--- src/rtl/box_h_window_sequencer.sv ---
// box_h_window_sequencer
// Front end of the horizontal fp16 box/convolution datapath. It takes a raster
// pixel stream and keeps a 1 x WINDOW_WIDTH sliding window over it. The left
// and right image borders are padded with +0. It drives one window per output
// column to the convolution instance downstream.
//
// Ports:
//   clk_i, rst_i   clock; asynchronous active-high reset
//   clear_i        synchronous frame abort/restart (drops any pixel offered with it)
//   pixel_i        input pixel word; accepted when valid_i & ready_o
//   valid_i        pixel_i valid
//   ready_o        low only while the right border of a line is flushed
//   window_o       [0][0] = column c-R ... [0][W-1] = column c+R
//   col_o, row_o   centre column / row of window_o
//   valid_o        window_o/col_o/row_o valid
//   frame_done_o   one-cycle pulse with the last window of a frame
//   busy_o         frame in progress
module box_h_window_sequencer #(
    parameter int EXP_WIDTH    = 5,
    parameter int FRAC_WIDTH   = 10,
    parameter int FP_WIDTH_REG = 1 + FRAC_WIDTH + EXP_WIDTH,
    parameter int WINDOW_WIDTH = 3,
    parameter int IMAGE_WIDTH  = 640,
    parameter int IMAGE_HEIGHT = 480
) (
    input  logic                                            clk_i,
    input  logic                                            rst_i,
    input  logic                                            clear_i,
    input  logic [FP_WIDTH_REG-1:0]                         pixel_i,
    input  logic                                            valid_i,
    output logic                                            ready_o,
    output logic [0:0][WINDOW_WIDTH-1:0][FP_WIDTH_REG-1:0]  window_o,
    output logic [15:0]                                     col_o,
    output logic [15:0]                                     row_o,
    output logic                                            valid_o,
    output logic                                            frame_done_o,
    output logic                                            busy_o
);

    localparam int R = (WINDOW_WIDTH - 1) / 2;

    // One 17-bit position counter walks the whole line: FILL uses 0..R-1,
    // RUN R..IMAGE_WIDTH-1, FLUSH IMAGE_WIDTH..IMAGE_WIDTH+R-1. The emitted
    // centre column is always pos - R. The extra bit covers the flush tail
    // of a 65535-wide line.
    localparam logic [16:0] POS_FILL_LAST  = 17'(R - 1);
    localparam logic [16:0] POS_RUN_LAST   = 17'(IMAGE_WIDTH - 1);
    localparam logic [16:0] POS_FLUSH_LAST = 17'(IMAGE_WIDTH + R - 1);
    localparam logic [16:0] POS_R          = 17'(R);
    localparam logic [15:0] ROW_LAST       = 16'(IMAGE_HEIGHT - 1);

    if (IMAGE_WIDTH < WINDOW_WIDTH || IMAGE_WIDTH > 65535) begin : g_bad_width
        $error("IMAGE_WIDTH must be in [WINDOW_WIDTH, 65535]");
    end
    if (IMAGE_HEIGHT < 1 || IMAGE_HEIGHT > 65535) begin : g_bad_height
        $error("IMAGE_HEIGHT must be in [1, 65535]");
    end
    if (WINDOW_WIDTH < 3 || (WINDOW_WIDTH % 2) == 0) begin : g_bad_window
        $error("WINDOW_WIDTH must be odd and at least 3");
    end

    typedef enum logic [1:0] {
        FILL  = 2'd0,
        RUN   = 2'd1,
        FLUSH = 2'd2
    } state_t;

    state_t                                   state, state_nxt;
    logic [WINDOW_WIDTH-1:0][FP_WIDTH_REG-1:0] shreg, shreg_shifted;
    logic [FP_WIDTH_REG-1:0]                  shift_in;
    logic                                     shift_en;
    logic [16:0]                              pos, pos_nxt;
    logic [15:0]                              row, row_nxt;
    logic                                     accept;
    logic                                     emit;
    logic                                     line_end;
    logic                                     frame_end;
    logic                                     frame_active;

    assign ready_o = (state != FLUSH);
    assign accept  = valid_i && ready_o;

    always_comb begin
        state_nxt = state;
        pos_nxt   = pos;
        row_nxt   = row;
        emit      = 1'b0;
        line_end  = 1'b0;
        frame_end = 1'b0;
        shift_en  = accept;
        shift_in  = pixel_i;
        case (state)
            FILL: begin
                if (accept) begin
                    pos_nxt = pos + 17'd1;
                    if (pos == POS_FILL_LAST) state_nxt = RUN;
                end
            end
            RUN: begin
                if (accept) begin
                    emit    = 1'b1;
                    pos_nxt = pos + 17'd1;
                    if (pos == POS_RUN_LAST) state_nxt = FLUSH;
                end
            end
            FLUSH: begin
                // Right border: shift +0 in, one window per cycle, input stalled.
                emit     = 1'b1;
                shift_en = 1'b1;
                shift_in = '0;
                pos_nxt  = pos + 17'd1;
                if (pos == POS_FLUSH_LAST) begin
                    line_end  = 1'b1;
                    pos_nxt   = '0;
                    state_nxt = FILL;
                    if (row == ROW_LAST) begin
                        frame_end = 1'b1;
                        row_nxt   = '0;
                    end else begin
                        row_nxt = row + 16'd1;
                    end
                end
            end
            default: state_nxt = FILL;
        endcase
    end

    always_comb begin
        for (int i = 0; i < WINDOW_WIDTH - 1; i++) shreg_shifted[i] = shreg[i+1];
        shreg_shifted[WINDOW_WIDTH-1] = shift_in;
    end

    always_ff @(posedge clk_i or posedge rst_i) begin
        if (rst_i) begin
            state        <= FILL;
            pos          <= '0;
            row          <= '0;
            shreg        <= '0;
            frame_active <= 1'b0;
            window_o     <= '0;
            col_o        <= '0;
            row_o        <= '0;
            valid_o      <= 1'b0;
            frame_done_o <= 1'b0;
            busy_o       <= 1'b0;
        end else if (clear_i) begin
            state        <= FILL;
            pos          <= '0;
            row          <= '0;
            shreg        <= '0;
            frame_active <= 1'b0;
            window_o     <= '0;
            col_o        <= '0;
            row_o        <= '0;
            valid_o      <= 1'b0;
            frame_done_o <= 1'b0;
            busy_o       <= 1'b0;
        end else begin
            state <= state_nxt;
            pos   <= pos_nxt;
            row   <= row_nxt;
            // The next line must start from +0 on the left border.
            if (line_end)      shreg <= '0;
            else if (shift_en) shreg <= shreg_shifted;
            valid_o      <= emit;
            frame_done_o <= frame_end;
            if (emit) begin
                window_o[0] <= shreg_shifted;
                col_o       <= 16'(pos - POS_R);
                row_o       <= row;
            end
            frame_active <= (frame_active && !frame_end) || accept;
            // Hold busy through the frame_done cycle and drop it for exactly the
            // following cycle. An accept made in that cycle starts the next frame,
            // so busy rises again one cycle later.
            busy_o <= !frame_done_o && (frame_active || accept);
        end
    end

endmodule

--- config.mk ---
export PLATFORM = sky130hd
export DESIGN_NAME = box_h_window_sequencer
export DESIGN_NICKNAME = d
export VERILOG_FILES = /design/src/rtl/box_h_window_sequencer.sv
export SDC_FILE = /design/constraint.sdc
export NUM_CORES = 1
export LEC_CHECK = 0
export BUFFER_PORTS_ARGS = -buffer_cell sky130_fd_sc_hd__buf_2
export CORE_ASPECT_RATIO = 0.5
export CORE_MARGIN = 2
export CORE_UTILIZATION = 57
export DETAILED_ROUTE_END_ITERATION = 10
export HOLD_SLACK_MARGIN = 0.15
export PLACE_DENSITY = 0.8
export SYNTH_ARGS = -nofsm -noshare
export SYNTH_HDL_FRONTEND = slang
export SYNTH_SLANG_ARGS = --single-unit
--- constraint.sdc ---
create_clock -name clk_i -period 5.9 [get_ports clk_i]
set_input_delay 0.885 -clock clk_i [delete_from_list [all_inputs] [get_ports clk_i]]
set_output_delay 0.885 -clock clk_i [all_outputs]
set_load 0.02 [all_outputs]
==> metrics.md, run 1 <==
| Metric | Value |
|---|---|
| Worst Path Required | `6.15 ns` |
| Crit-path max cell delay | `0.96 ns` |
| Synth Area in XOR/XNOR | `2.91%` |
| Min-delay worst type | `reg2reg` |
| Power per cell area | `343 nW/um2` |
| Ys Warns | `0` |
| Post-CTS Hold Fix Bufs | `0` |
| Crit path DAT | `3.27 ns` |
| Sw Ratio | `32.0%` |
| Initial DRC Count | `455` |
| Top_reg_cell synth | `dfrtp_1` |
| Asr flop ratio synth | `100%` |
| Sequential share of power | `41.5%` |
| Peak Freq | `331 MHz` |
| WP buf/inv | `2` |
| Crit-path cells | `inv_1 -> ha_1 -> inv_2 -> nand2_1 -> nor2_2 -> o21ai_0` |
| Multi-input gate area | `2890 um2` |
| Least-Margin Pin Slew | `1.20 ns` |
| Synthesized cell area | `6920 um2` |
| Crit Path Max Fanout | `32` |
| Overflow after GRT | `0` |
| Worst-case reg-to-reg path depth | `6` |
| Routed Antenna Nets | `0` |
| Fillers | `922` |
| Post-CTS Resized | `0` |
| Clock transition at path regs | `0.06 ns` |
| Final Max Slew Viols | `0` |
| Clock Sinks | `151` |
| Status | `complete, no violations` |
| Critical setup path kind | `reg2reg` |
| Max_cap viols | `0` |
| CP endpoint kind | `flop` |
| TNS Setup | `0 ns` |
| Net Sw Power | `0.885 mW` |
| TritonCTS Buffers | `17` |
| Setup violators final | `0` |
| Leak | `3.84 nW` |
| Die area | `13100 um2` |
| Die height | `81.9 um` |
| Vias | `5818` |
| Logic gate share of total power | `19.5%` |
| Max Root-Sink Buffers | `2` |
| CTS Root Buffer Type | `clkbuf_16` |
| Initial antenna violation count | `0` |
| Worst IR Drop VDD | `0.205 mV` |
| Int Pwr | `1.88 mW` |
| Clock latency on the worst-skew pair | `0.43 ns` |
| Clk network pwr share | `39.0%` |
| Via density | `5.81` |
| EDFF count, synth | `0` |
| First-pass GRT wire length | `26.2 mm` |
| R2R Path End | `shreg[22]` |
| Register Area | `3780 um2` |
| Synthesized flop and latch total | `151` |
| Flop-to-flop setup slack | `2.88 ns` |
| Critical-path top delay cell | `nor2_2` |
| Reg2reg start | `state[0]` |
| Synthesis-to-layout area growth | `16.5%` |
| CORE AREA | `11800 um2` |
| Mux contribution to synthesized area | `2.77%` |
| Synth Area in Adders | `1.45%` |
| Initial DRT Pass Iterations | `5` |
| Synth Area in Compound Gates | `13.3%` |
| CTS tree | `built` |
| Clk_skew | `0.00795 ns` |
| Post-synthesis sequential area ratio | `54.6%` |
| Hold path endpoint | `shreg[21]` |
| Port Buf Inserts | `103` |
| Endpoints failing hold | `0` |
| Avg Cell Area, Syn | `9.24 um2` |
| Delay-heaviest family, CP | `simple AND/OR/NAND/NOR gates` |
| Die span in x | `160 um` |
| Synth cell types | `48` |
| CP startpoint kind | `flop` |
| DRC errors left | `0` |
| Final Critical Period | `3.02 ns` |
| Nets@finish | `851` |
| PnR worst setup slack | `2.88 ns` |
| Largest net degree at the start of global routing | `114` |
| H-tree levels | `4` |
| Final HPWL DP | `10.3 mm` |
| Simple-gate portion of the synthesized area | `21.2%` |
| Slew Limit Headroom | `19.4%` |
| Worst hold path depth | `2` |
| WL final | `16.2 mm` |
| Ant diodes | `0` |
| Main combinational cell family by area after synthesis | `simple AND/OR/NAND/NOR gates` |
| Total Routing Usage GR | `25.4%` |
| Hold Startpoint | `shreg[21]` |
| Post-CTS setup buffers | `0` |
| Mapped Cells | `749` |
| Layout cell share with drive strength beyond 1 | `18.3%` |
| Routability cong. | `0.873` |
| RSZ-0062 raised after global routing | `false` |
| Vias in the first global route | `5208` |
| Post-Place Setup Slack | `2.77 ns` |
| Initial Util | `58.5%` |
| Per-cell routed wire length | `16.2 um` |
| # rows | `28` |
| Syn_nets | `777` |
| Ports | `104` |
| Period utilization | `51.2%` |
-- cells in the final DEF, fill, tap and decap left out, types with 2 or more instances in the layout --
cell and instances:
or4_1 4, a41oi_1 2, a31oi_1 5, nand2_1 160, a21oi_1 76, and4_1 2
nor4_1 6, xor2_1 16, ha_1 8, a211oi_1 11, o31ai_1 7, buf_4 5
clkbuf_16 17, nor2_1 62, xnor2_1 7, nor3_1 11, clkinv_2 2, nand3_1 38
and3_1 7, nor3b_1 2, nand2b_1 4, nor4b_1 4, nor2b_1 5, inv_1 9
inv_8 3, o41ai_1 2, dfrtp_1 151, o21ai_0 41, nand4_1 6, inv_6 7
a21o_1 4, mux2i_1 18, buf_2 103, or3_1 5, and2_1 2, a22o_1 4
-- power groups by stage --
| stage | sequential, mW | clock, mW | combinational [mW] |
|---|---|---|---|
| 3_5_place_dp | 1.16 | 0 | 0.533 |
| 5_1_grt | 1.15 | 1.13 | 0.597 |
| 3_3_place_gp | 1.16 | 0 | 0.522 |
| 6_report | 1.15 | 1.08 | 0.538 |
| 4_1_cts | 1.15 | 1.09 | 0.536 |
| 2_1_floorplan | 1.18 | 0 | 0.377 |
-- cells in the mapped netlist, drive strengths merged (7+ instances only) --
library cell	count	area (um2)
ha	8	100
and3	7	43.8
clkbuf	42	160
xnor2	7	61.3
a211oi	12	95.1
nor2	63	236
a21oi	77	385
o21ai	41	205
xor2	16	140
buf	11	58.8
inv	11	41.3
o31ai	7	52.6
nand2	161	604
mux2i	18	180
dfrtp	151	3780
nand3	38	190
nor4	7	58.8
nor3	11	55.1
-- cell type report --
| type | instances | area share, % |
|---|---|---|
| Clock buffer | 17 | 5.28 |
| Clock inverter | 15 | 1.97 |
| Inverter | 11 | 0.574 |
| Multi-Input combinational cell | 534 | 35.9 |
| Sequential cell | 151 | 46.9 |
| Tap cell | 165 | 2.56 |
| Timing Repair Buffer | 108 | 6.86 |
-- kinds of logic (layout without fill, tap and decap cells) --
logic type                 Yosys count  after routing
and+or+nand+nor                    326            326
AOI/OAI and AO/OA                  158            158
DFF                                151            151
buffers and inverters               64            151
xor gates and xnor gates            23             23
muxes                               19             19
adders and majority gates            8              8
-- per-layer routing --
layer | GRT usage, % | vias to the layer above | wire length, um
met5 | 0 | - | 0
met2 | 40.1 | 226 | 7590
li1 | - | 2725 | -
met1 | 36.1 | 2847 | 7400
met4 | 7.12 | 0 | 198
met3 | 5.71 | 20 | 1010
-- worst min-delay path, delay by kind of cell, from the launching register on --
kind / cells / cell delay [ns]
AND/OR/NAND/NOR: 1 / 0.05
AO/OA/AOI/OAI: 1 / 0.06
flip-flops: 1 / 0.34
-- metrics by stage --
stage / total power, mW / hold slack (ns) / util, % / std cells / instance area, um2
after global placement: 1.68 / 0.463 / 63.1 / 969 / 7480
after detailed placement: 1.70 / 0.471 / 63.1 / 969 / 7480
after global routing: 2.88 / 0.517 / 68.1 / 1001 / 8060
final: 2.76 / 0.488 / 68.1 / 1001 / 8060
after floorplan: 1.56 / 0.450 / - / 749 / 6920
after CTS: 2.77 / 0.488 / 68.1 / 1001 / 8060
-- how the worst max path moves through the flow --
stage / from / endpoint / slack [ns] / depth (start not counted)
2_1_floorplan: rst_i / busy_o / 0.95 / 1
3_3_place_gp: valid_i / col_o[12] / 2.80 / 6
3_5_place_dp: valid_i / col_o[12] / 2.77 / 6
4_1_cts: state[0] / shreg[22] / 2.92 / 6
5_1_grt: state[0] / shreg[19] / 2.60 / 6
6_report: state[0] / shreg[22] / 2.88 / 6
-- sequential cells by signal, indices dropped and copies added, names as in the netlist --
name and flops:
pos 17, frame_active 1, state 2, row_o 16, row 16, valid_o 1, frame_done_o 1, window_o 48
shreg 32, col_o 16, busy_o 1
No activity file was read; power rests on OpenSTA's default activity.
==> inputs of run 2 (changes only) <==
--- a/config.mk
+++ b/config.mk
@@ -5,13 +5,14 @@
 export SDC_FILE = /design/constraint.sdc
 export NUM_CORES = 1
 export LEC_CHECK = 0
+export ABC_AREA = 1
 export BUFFER_PORTS_ARGS = -buffer_cell sky130_fd_sc_hd__buf_2
 export CORE_ASPECT_RATIO = 0.5
 export CORE_MARGIN = 2
-export CORE_UTILIZATION = 57
+export CORE_UTILIZATION = 52
 export DETAILED_ROUTE_END_ITERATION = 10
 export HOLD_SLACK_MARGIN = 0.15
-export PLACE_DENSITY = 0.8
+export PLACE_DENSITY = 0.76
 export SYNTH_ARGS = -nofsm -noshare
 export SYNTH_HDL_FRONTEND = slang
 export SYNTH_SLANG_ARGS = --single-unit
==> constraint.sdc (replaced) <==
create_clock -name clk_i -period 2.6 [get_ports clk_i]
set_input_delay 0.39 -clock clk_i [delete_from_list [all_inputs] [get_ports clk_i]]
set_output_delay 0.39 -clock clk_i [all_outputs]
set_load 0.02 [all_outputs]
==> run 2 against run 1 <==
Net effect:
- sequential power rose by 140%
- clock skew rose by 0.0021 ns
- core utilization fell by 5.2 points
- area after synthesis rose by 4.5%
- die area rose by 14%
- synthesized cell count rose by 15%
- first-iteration DRC count rose by 13%
- hold slack got worse by 0.17 ns
- global-route usage rose by 0.55 points
==> metrics.md, run 2 <==
| Metric | Value |
|---|---|
| Initial antenna violation count | `0 (unchanged)` |
| Layout Utilization | `62.9% (-5.2 points)` |
| Clk network pwr share | `37.4% (-1.6 points)` |
| Asr flop ratio synth | `100% (unchanged)` |
| Synth Area in Adders | `1.38% (-0.062 points)` |
| Leak | `4.27 nW (+11%)` |
| Flop-to-flop setup slack | `0.57 ns (-2.31 ns)` |
| CTS tree | `built` |
| Clock Sinks | `151 (unchanged)` |
| Status | `complete, no violations` |
| Int Pwr | `4.59 mW (+140%)` |
| EDFF count, synth | `0 (unchanged)` |
| TNS Setup | `0 ns (unchanged)` |
| RSZ-0062 raised after global routing | `false` |
| Area leader, netlist | `dfrtp_1` |
| Clock latency on the worst-skew pair | `0.42 ns (about the same)` |
| CTS Root Buffer Type | `clkbuf_16` |
| Max_cap viols | `0 (unchanged)` |
| Critical setup path kind | `reg2out` |
| Hold path endpoint | `shreg[47]` |
| Main combinational cell family by area after synthesis | `simple AND/OR/NAND/NOR gates` |
| TritonCTS Buffers | `17 (unchanged)` |
| Design Area, Final | `8520 um2 (+5.6%)` |
| Worst Setup SP | `state[0]` |
| Initial Util | `53.4% (-5.1 points)` |
| Period utilization | `83.2%` |
| Sw Ratio | `33.1% (+1.1 points)` |
| Per-cell routed wire length | `15.8 um (-2.5%)` |
| Routability cong. | `0.912 (+4.5%)` |
| Max FFs per register | `48 (unchanged)` |
| R2R Path End | `col_o[8]` |
| Most frequent cells in the layout | `nand2_1 (158), dfrtp_1 (151), buf_2 (103)` |
| Post-Place Setup Slack | `0.567 ns (-2.20 ns)` |
| Worst Path Required | `2.21 ns (-3.94 ns)` |
| Largest net degree at the start of global routing | `49 (-57%)` |
| Synth Area in Compound Gates | `9.65% (-3.7 points)` |
| Synthesized flop and latch total | `151 (unchanged)` |
| Area after DPL | `7910 um2 (+5.8%)` |
| Nets@finish | `978 (+15%)` |
| Count leader, synth | `nand2_1` |
| H-tree levels | `4 (unchanged)` |
| Hold Startpoint | `pixel_i[15]` |
| Biggest regs | `window_o: 48 flops, shreg: 32 flops, pos: 17 flops` |
| Synth Area in XOR/XNOR | `1.70% (-1.2 points)` |
| CORE AREA | `13600 um2 (+14%)` |
| Ys Warns | `0 (unchanged)` |
| Min-delay worst type | `in2reg` |
| Crit-path max cell delay | `0.37 ns (-0.59 ns)` |
| Initial DRC Count | `514 (+13%)` |
| DRC errors left | `0 (unchanged)` |
| Final Max Slew Viols | `0 (unchanged)` |
| # rows | `30 (+7.1%)` |
| Worst-case reg-to-reg path depth | `8 (+2)` |
| Most common cell on crit path | `inv_1` |
| Commonest non-fill, non-tap cell in the layout | `nand2_1` |
| Vias | `6325 (+8.7%)` |
| Worst hold path depth | `5 (+3)` |
| Logic gate share of total power | `22.7% (+3.2 points)` |
| Fillers | `1155 (+25%)` |
| WL final | `18.2 mm (+12%)` |
| Vias in the first global route | `5945 (+14%)` |
| Top_reg_cell synth | `dfrtp_1` |
| Cells taking the most area after synthesis | `dfrtp_1 (52%), nand2_1 (8.3%), o21ai_0 (6.9%), nand3_1 (6.7%), inv_1 (4.6%)` |
| Top cells by count, synth | `nand2_1 (159), dfrtp_1 (151), o21ai_0 (100)` |
| Reg with most FFs | `window_o` |
| Power per cell area | `805 nW/um2 (+130%)` |
| Post-CTS Resized | `0 (unchanged)` |
| Synth top area share | `52.2% (-2.3 points)` |
| Die height | `87.4 um (+6.7%)` |
| Initial DRT Pass Iterations | `7 (+2)` |
| Slew Limit Headroom | `48.2% (+29 points)` |
| Max Root-Sink Buffers | `2 (unchanged)` |
| Synthesized cell area | `7230 um2 (+4.5%)` |
| Mux contribution to synthesized area | `2.49% (-0.27 points)` |
| Ports | `104 (unchanged)` |
| Mapped Cells | `858 (+15%)` |
| Port Buf Inserts | `103 (unchanged)` |
| Net Sw Power | `2.27 mW (+160%)` |
| PnR worst setup slack | `0.438 ns (-2.44 ns)` |
| Post-synthesis sequential area ratio | `52.2% (-2.3 points)` |
| First-pass GRT wire length | `30.1 mm (+15%)` |
| Die area | `14900 um2 (+14%)` |
| Least-Margin Pin Slew | `0.776 ns (-0.423 ns)` |
| CP endpoint kind | `output port` |
| Layout cell share with drive strength beyond 1 | `19.9% (+1.6 points)` |
| Avg Cell Area, Syn | `8.43 um2 (-8.8%)` |
| Syn_nets | `886 (+14%)` |
| Final Critical Period | `2.16 ns` |
| Via density | `5.48 (-5.7%)` |
| CP startpoint kind | `flop` |
| Crit Path Max Fanout | `18 (-44%)` |
| Total Routing Usage GR | `26.0% (+0.55 points)` |
| Critical-path top delay cell | `dfrtp_1` |
| Crit path DAT | `1.77 ns (-1.50 ns)` |
| Clock transition at path regs | `0.06 ns (about the same)` |
| Endpoints failing hold | `0 (unchanged)` |
| Routed Antenna Nets | `0 (unchanged)` |
| Overflow after GRT | `0 (unchanged)` |
| Sequential share of power | `40.0% (-1.5 points)` |
| Total power | `6.85 mW (+150%)` |
| Final HPWL DP | `12.5 mm (+20%)` |
| Crit-path cells | `inv_1 -> ha_1 -> inv_1 -> buf_4 -> buf_2` |
| Worst IR Drop VDD | `0.432 mV (+110%)` |
| Synthesis-to-layout area growth | `17.8%` |
| Peak Freq | `462 MHz` |
| Simple-gate portion of the synthesized area | `24.5% (+3.3 points)` |
| Synth cell types | `33 (-31%)` |
| Reg2reg start | `state[0]` |
| Ant diodes | `0 (unchanged)` |
| Setup violators final | `0 (unchanged)` |
| Clk_skew | `0.0100 ns (+0.00209 ns)` |
| Die span in x | `171 um (+6.8%)` |
-- run 2: cell types whose count changed after synthesis, moves of 11 or more --
cell / previous run / this run
mux2i_1: 18 / 0
nand4_1: 6 / 23
a211oi_1: 11 / 0
mux2_2: 1 / 16
nand3_1: 38 / 97
o22ai_1: 0 / 16
a21oi_1: 77 / 8
o21ai_0: 41 / 100
nor2_1: 63 / 86
buf_2: 5 / 16
inv_1: 10 / 88
clkbuf_1: 40 / 15
-- run 2: worst max path at each step --
stage / endpoint / slack, ns / cells past startpoint
6_report: ready_o / 0.44 / 5
5_1_grt: pos[4] / 0.32 / 10
4_1_cts: ready_o / 0.42 / 5
3_5_place_dp: row_o[2] / 0.57 / 7
3_3_place_gp: pos[4] / 0.63 / 10
2_1_floorplan: busy_o / 0.31 / 1
-- run 2: cell type report --
class	instances	area (um2)	share of cell area [%]
repair buffers	118	668	7.84
flip-flops and latches	151	3780	44.4
well taps	192	240	2.82
clock buffers	18	429	5.04
inverters	94	357	4.19
clock inverters	13	170	2.00
multi-input cells	568	2870	33.7
-- run 2: worst max-delay path: cells and delay by family (launching register included) --
family	cells	cell delay, ns
buffers and inverters	4	0.74
flip-flops	1	0.37
adder cells (fa/ha/maj)	1	0.24
-- run 2: logic make-up after synthesis --
logic type,count (synthesis)
XOR/XNOR,14
AND/OR/NAND/NOR,397
flip-flops,151
buffers and inverters,139
multiplexers,16
AO/OA/AOI/OAI,133
adder cells (fa/ha/maj),8
-- run 2: through the flow --
stage / cells / hold slack (ns)
floorplan: 858 / 0.504
global placement: 1122 / 0.413
detailed placement: 1122 / 0.415
CTS: 1154 / 0.306
global route: 1154 / 0.342
finish: 1154 / 0.316
-- run 2: timing repair --
action / in CTS / in global routing
hold endpoints to repair: 26 / 0
setup buffers: 0 / 0
hold buffers: 1 / 0
-- run 2: routing by layer --
metal  GRT usage [%]  share of wire, %  vias up
met5               0                 0        -
met4            8.62               1.3        0
li1                -                 -     3002
met3            4.18               5.4       25
met2            41.1                46      211
met1            37.0                48     3087
-- run 2: power by group through the flow --
stage | clock network (mW) | logic [mW] | registers [mW]
2_1_floorplan | 0 | 0.902 | 2.96
3_3_place_gp | 0 | 1.52 | 2.77
3_5_place_dp | 0 | 1.55 | 2.78
4_1_cts | 2.57 | 1.56 | 2.74
5_1_grt | 2.68 | 1.72 | 2.77
6_report | 2.56 | 1.55 | 2.74
